File: config.mk
export PLATFORM = sky130hd
export DESIGN_NAME = pp_buffer_reader
export DESIGN_NICKNAME = d
export VERILOG_FILES = /design/src/rtl/wimax_pkg.sv /design/src/rtl/pp_addr_gen.sv /design/src/rtl/pp_buffer_reader.sv
export SDC_FILE = /design/constraint.sdc
export NUM_CORES = 1
export LEC_CHECK = 0
export CORE_UTILIZATION = 52
export DETAILED_ROUTE_END_ITERATION = 8
export GPL_ROUTABILITY_DRIVEN = 0
export PLACE_DENSITY = 0.78
export SYNTH_ARGS = -nofsm -noshare
export SYNTH_HDL_FRONTEND = slang
export SYNTH_HIERARCHICAL = 1
export SYNTH_SLANG_ARGS = --single-unit
File: constraint.sdc
create_clock -name clk_i -period 3.9 [get_ports clk_i]
set_clock_uncertainty 0.2 [all_clocks]
set_input_delay 0.78 -clock clk_i [delete_from_list [all_inputs] [get_ports clk_i]]
set_output_delay 0.78 -clock clk_i [all_outputs]
set_load 0.01 [all_outputs]
File: src/rtl/wimax_pkg.sv
// Shared constants, types and the 802.16 first-interleaver address map for the
// ping-pong buffer read path.
package wimax_pkg;

    localparam int unsigned BLOCK_SIZE = 192;
    localparam int unsigned ADDR_W     = 9;

    typedef enum logic {
        IDLE,
        RUN
    } rd_state_t;

    typedef struct packed {
        logic data;
        logic first;
        logic last;
    } skid_entry_t;

    // Depth-16 block interleaver: column-major read of a 16-row matrix.
    function automatic logic [ADDR_W-1:0] interleave_addr(input logic [ADDR_W-1:0] k);
        int unsigned kk;
        kk = 32'(k);
        return ADDR_W'((BLOCK_SIZE / 16) * (kk % 16) + kk / 16);
    endfunction

endpackage

File: src/rtl/pp_addr_gen.sv
// Read index counter and index-to-address mapping. Defining PP_INTERLEAVE_EN
// selects the depth-16 interleaved read order; otherwise the read is linear.
module pp_addr_gen
    import wimax_pkg::*;
(
    input  logic              clk_i,
    input  logic              reset_i,
    input  logic              adv_i,
    output logic [ADDR_W-1:0] addr_o,
    output logic              first_o,
    output logic              last_o
);

    localparam logic [ADDR_W-1:0] KLast = ADDR_W'(BLOCK_SIZE - 1);

    logic [ADDR_W-1:0] k_q, k_d;

    assign first_o = (k_q == '0);
    assign last_o  = (k_q == KLast);

    always_comb begin
        k_d = k_q;
        if (adv_i) begin
            k_d = last_o ? '0 : k_q + 1'b1;
        end
    end

    always_ff @(posedge clk_i or posedge reset_i) begin
        if (reset_i) begin
            k_q <= '0;
        end else begin
            k_q <= k_d;
        end
    end

`ifdef PP_INTERLEAVE_EN
    assign addr_o = interleave_addr(k_q);
`else
    assign addr_o = k_q;
`endif

endmodule

File: src/rtl/pp_buffer_reader.sv
// Read-side sequencer of the ping-pong bit buffer: issues bank reads, absorbs the
// 1-cycle RAM latency in a 2-entry skid and streams bits on valid/ready.
module pp_buffer_reader
    import wimax_pkg::*;
(
    input  logic              clk_i,
    input  logic              reset_i,
    input  logic              bank_ready_i,
    input  logic              q_i,
    output logic [ADDR_W-1:0] rdaddress_o,
    output logic              rd_en_o,
    output logic              rd_bank_o,
    output logic              data_out_o,
    output logic              valid_out_o,
    input  logic              ready_in_i,
    output logic              first_out_o,
    output logic              last_out_o,
    output logic              busy_o,
    output logic              overflow_o
);

    rd_state_t        state_q, state_d;
    logic [1:0]       pending_q, pending_d;
    logic             rd_bank_q, rd_bank_d;
    logic             overflow_q, overflow_d;
    logic             inflight_q, infl_first_q, infl_last_q;
    skid_entry_t [1:0] skid_q, skid_d;
    logic [1:0]       skid_cnt_q, skid_cnt_d;

    logic             rd_en, addr_first, addr_last, pop, inc, dec;
    logic [2:0]       occ;

    pp_addr_gen u_addr_gen (
        .clk_i   (clk_i),
        .reset_i (reset_i),
        .adv_i   (rd_en),
        .addr_o  (rdaddress_o),
        .first_o (addr_first),
        .last_o  (addr_last)
    );

    assign valid_out_o = (skid_cnt_q != 2'd0);
    assign pop         = valid_out_o && ready_in_i;
    // Skid occupancy after this edge; counting the pop keeps 1 bit/cycle sustained.
    assign occ         = 3'(skid_cnt_q) + 3'(inflight_q) - 3'(pop);

    always_comb begin
        state_d    = state_q;
        pending_d  = pending_q;
        rd_bank_d  = rd_bank_q;
        overflow_d = overflow_q;
        rd_en      = 1'b0;
        unique case (state_q)
            IDLE: rd_en = 1'b0;
            RUN:  rd_en = (occ < 3'd2);
            default: rd_en = 1'b0;
        endcase
        inc = bank_ready_i && (pending_q != 2'd2);
        dec = rd_en && addr_last;
        if (bank_ready_i && (pending_q == 2'd2)) begin
            overflow_d = 1'b1;
        end
        if (dec) begin
            rd_bank_d = ~rd_bank_q;
        end
        if (inc && !dec) begin
            pending_d = pending_q + 2'd1;
        end else if (dec && !inc) begin
            pending_d = pending_q - 2'd1;
        end
        state_d = (pending_d != 2'd0) ? RUN : IDLE;
    end

    always_comb begin
        skid_d     = skid_q;
        skid_cnt_d = skid_cnt_q;
        if (pop) begin
            skid_d[0]  = skid_q[1];
            skid_cnt_d = skid_cnt_q - 2'd1;
        end
        if (inflight_q) begin
            skid_d[skid_cnt_d[0]] = '{data: q_i, first: infl_first_q, last: infl_last_q};
            skid_cnt_d            = skid_cnt_d + 2'd1;
        end
    end

    always_ff @(posedge clk_i or posedge reset_i) begin
        if (reset_i) begin
            state_q      <= IDLE;
            pending_q    <= 2'd0;
            rd_bank_q    <= 1'b0;
            overflow_q   <= 1'b0;
            inflight_q   <= 1'b0;
            infl_first_q <= 1'b0;
            infl_last_q  <= 1'b0;
            skid_q       <= '0;
            skid_cnt_q   <= 2'd0;
        end else begin
            state_q      <= state_d;
            pending_q    <= pending_d;
            rd_bank_q    <= rd_bank_d;
            overflow_q   <= overflow_d;
            inflight_q   <= rd_en;
            infl_first_q <= addr_first;
            infl_last_q  <= addr_last;
            skid_q       <= skid_d;
            skid_cnt_q   <= skid_cnt_d;
        end
    end

    assign rd_en_o     = rd_en;
    assign rd_bank_o   = rd_bank_q;
    assign overflow_o  = overflow_q;
    assign data_out_o  = valid_out_o && skid_q[0].data;
    assign first_out_o = valid_out_o && skid_q[0].first;
    assign last_out_o  = valid_out_o && skid_q[0].last;
    assign busy_o      = (pending_q != 2'd0) || inflight_q || valid_out_o;

endmodule

==> results_dict.tcl <==
set metrics [dict create \
    status "finished clean" \
    setup.worst_path.start_class "input port" \
    globalRoute.totalOverflow 0 \
    cts_setup_buffers 0 \
    avgSynthCellArea_um2 10.8 \
    first_pass_grt_wire_length_um 4030 \
    vdd.ir_drop.worst_uv 515 \
    die_w_um 52.1 \
    first_pass_iters 4 \
    timing.final.crit_share_pct 95.7 \
    finalWorstPathRequiredPeriod_ps 3730 \
    design.final.nets 168 \
    cts_tree "done" \
    asyncSetResetFlopFracSynth_pct 100 \
    layout-area-overhead-vs-synth_pct 25.7 \
    finalMaxSlewViolations 0 \
    die_h_um 52.1 \
    total_cts_buffers 3 \
    final_layout_size_suffix_gt1_share_pct 17.5 \
    netlist_area_mm2 0.00131 \
    routed-via-count 951 \
    wirelength_met1_um 1090 \
    antennaDiodeCount 0 \
    maxUsedRoutingLayer "met4" \
    max-clock-path-buffers 2 \
    max-cap-violations 0 \
    worst_path_max_delay_cell "fa_2" \
    final_hold_viol_count 0 \
    cpPeakStageDelay_ps 540 \
    clk_pin_slew_ps 130 \
    max_freq_mhz 268 \
    worst-endpoint-required_ps 2920 \
    clock_sink_count 25 \
    synth.yosys.seq_area_share_pct 47.9 \
    row_count 17 \
    cts.htree.levels 1 \
    detailroute.wirelength.met3_um 77 \
    crit_path_end_kind "primary output" \
    die-area_mm2 0.00271 \
    power.density_cell_area_mw_per_mm2 667 \
    setup_viol 0 \
    clock_latency_ps 310 \
    grt_max_degree 17 \
    drt-total-wl_um 2350 \
    worstHoldPathType "reg2reg" \
    synth.distinct_cells 40 \
    drt-wirelength-per-cell_um 12.9 \
    first_global_vias 946 \
    crit_path_frequent_cell "inv_1" \
    antenna_found_initial 0 \
    synth.yosys.warnings 6 \
    detailed_route_vias_per_instance 5.23 \
    grt.total_usage_pct 20.3 \
    grt_setup_unrepaired "false" \
    power.leakage_nw 0.753 \
    start_util_pct 56.8 \
    placeableCoreArea_mm2 0.00230 \
    place.detailed.hpwl_um 1850 \
    initialDrtViolationCount 19 \
    remaining_drc_errors 0 \
    postSynthNetCount 134 \
    dominantRegCellSynth "dfrtp_1" \
    synth-edff-count 0 \
    slew_limit_headroom_pct 59.9 \
    cts_hold_repair.buffers 0 \
    clockRootBuffer "clkbuf_4" \
    worst-endpoint-arrival_ps 2750 \
    final_common_cell "dfrtp_1" \
    dpl_worst_slack_ps -314 \
    count_of_antenna_violating_nets_left_after_detailed_routing 0 \
    port_buffers 21 \
    worst_hold_slack_ps 255 \
    critical_path.cell_chain "clkdlybuf4s50_1 -> nand2b_1 -> inv_1 -> ha_1 -> inv_1 -> ha_2 -> inv_1 -> fa_2 -> and3_2 -> clkbuf_2" \
    setup_ws_ps 168 \
    worst-setup-path-type "in2out" \
    yosys_register_bits 25 \
    met2_length_um 1170 \
    number_of_placed_i_o_pins 22 \
    timing_worst_slew_pin_value_ps 600 \
    mostFrequentLayoutCells "dfrtp_1, clkdlybuf4s50_1, inv_1, nand2_1, buf_4" \
    syn-instance-count 121 \
    critical_path.max_fanout 2 \
]
## timing repair
item,4_1_cts,5_1_grt
setup endpoints to repair,1,1
pin swaps,0,0
gates resized for setup,4,1
cloned,0,0
## synth_stat cells, types with 2 or more instances
| master | n | area, um^2 |
|---|---|---|
| nor3_1 | 3 | 15.0 |
| ha_1 | 7 | 87.6 |
| xnor2_1 | 6 | 52.6 |
| mux2i_1 | 4 | 40.0 |
| nor2b_1 | 4 | 25.0 |
| a21oi_1 | 3 | 15.0 |
| a21o_1 | 2 | 15.0 |
| nand2b_1 | 2 | 12.5 |
| inv_1 | 13 | 48.8 |
| mux2_2 | 4 | 45.0 |
| dfrtp_1 | 25 | 626 |
| nand3_2 | 2 | 20.0 |
| nand2_1 | 12 | 45.0 |
| o21ai_0 | 5 | 25.0 |
| nand4_1 | 2 | 12.5 |
| nor2_1 | 3 | 11.3 |
## cell families after synthesis
kind of cell	share of synthesized area [%]
mux	6.52
xor+xnor	5.94
flops	47.9
buf+inv	4.12
compound gates	10.4
simple gates	16.8
fa+ha+maj	8.25
## critical path, delay by kind of cell
kind | cells | cell delay (ps)
adders and majority gates | 3 | 990
buffers and inverters | 5 | 700
and+or+nand+nor | 2 | 290
## sequential cells by signal, indices dropped and copies added, names as in the netlist
register           flops
rd_bank_o              1
infl_last_q            1
infl_first_q           1
overflow_o             1
state_q                1
u_addr_gen/addr_o      9
inflight_q             1
skid_q                 6
pending_q              2
skid_cnt_q             2
## per-layer routing
| metal | up-vias | GRT usage, % |
|---|---|---|
| met2 | 16 | 35.5 |
| li1 | 483 | - |
| met5 | - | 0 |
| met3 | 2 | 2.92 |
| met1 | 450 | 25.4 |
| met4 | 0 | 6.76 |
## final timing paths
path                       cells after the start  slack [ps]              endpoint          start
hold reg to reg                                1         250               state_q   pending_q[0]
setup reg to reg                              14         690  u_addr_gen/addr_o[6]  skid_cnt_q[0]
min in group asynchronous                      2         540  u_addr_gen/addr_o[0]        reset_i
max in group asynchronous                      2        2470             skid_q[4]        reset_i
hold / removal                                 1         250               state_q   pending_q[0]
setup / recovery                              10         170               rd_en_o     ready_in_i
## through the flow
stage | power (mW) | std cells | setup TNS, ps | instance area, um^2 | util, %
2_1_floorplan | 0.740 | 121 | 0 | 1310 | -
3_3_place_gp | 0.972 | 178 | -253 | 1610 | 70.2
3_5_place_dp | 0.990 | 178 | -314 | 1610 | 70.2
4_1_cts | 1.11 | 182 | 0 | 1650 | 71.6
5_1_grt | 1.18 | 182 | 0 | 1640 | 71.4
6_report | 1.09 | 182 | 0 | 1640 | 71.4
## cell type report
| cell class | instances | area [um^2] |
|---|---|---|
| Fill cell | 178 | 657 |
| Sequential cell | 25 | 626 |
| Clock inverter | 1 | 5.00 |
| Clock buffer | 3 | 22.5 |
| Timing Repair Buffer | 30 | 273 |
| Inverter | 13 | 48.8 |
| Tap cell | 28 | 35.0 |
| Multi-Input combinational cell | 82 | 631 |
## power breakdown
part           internal, mW  switching (mW)
combinational         0.311           0.287
clock                0.0383          0.0748
sequential            0.327          0.0544
(Power assumes the default switching activity.)
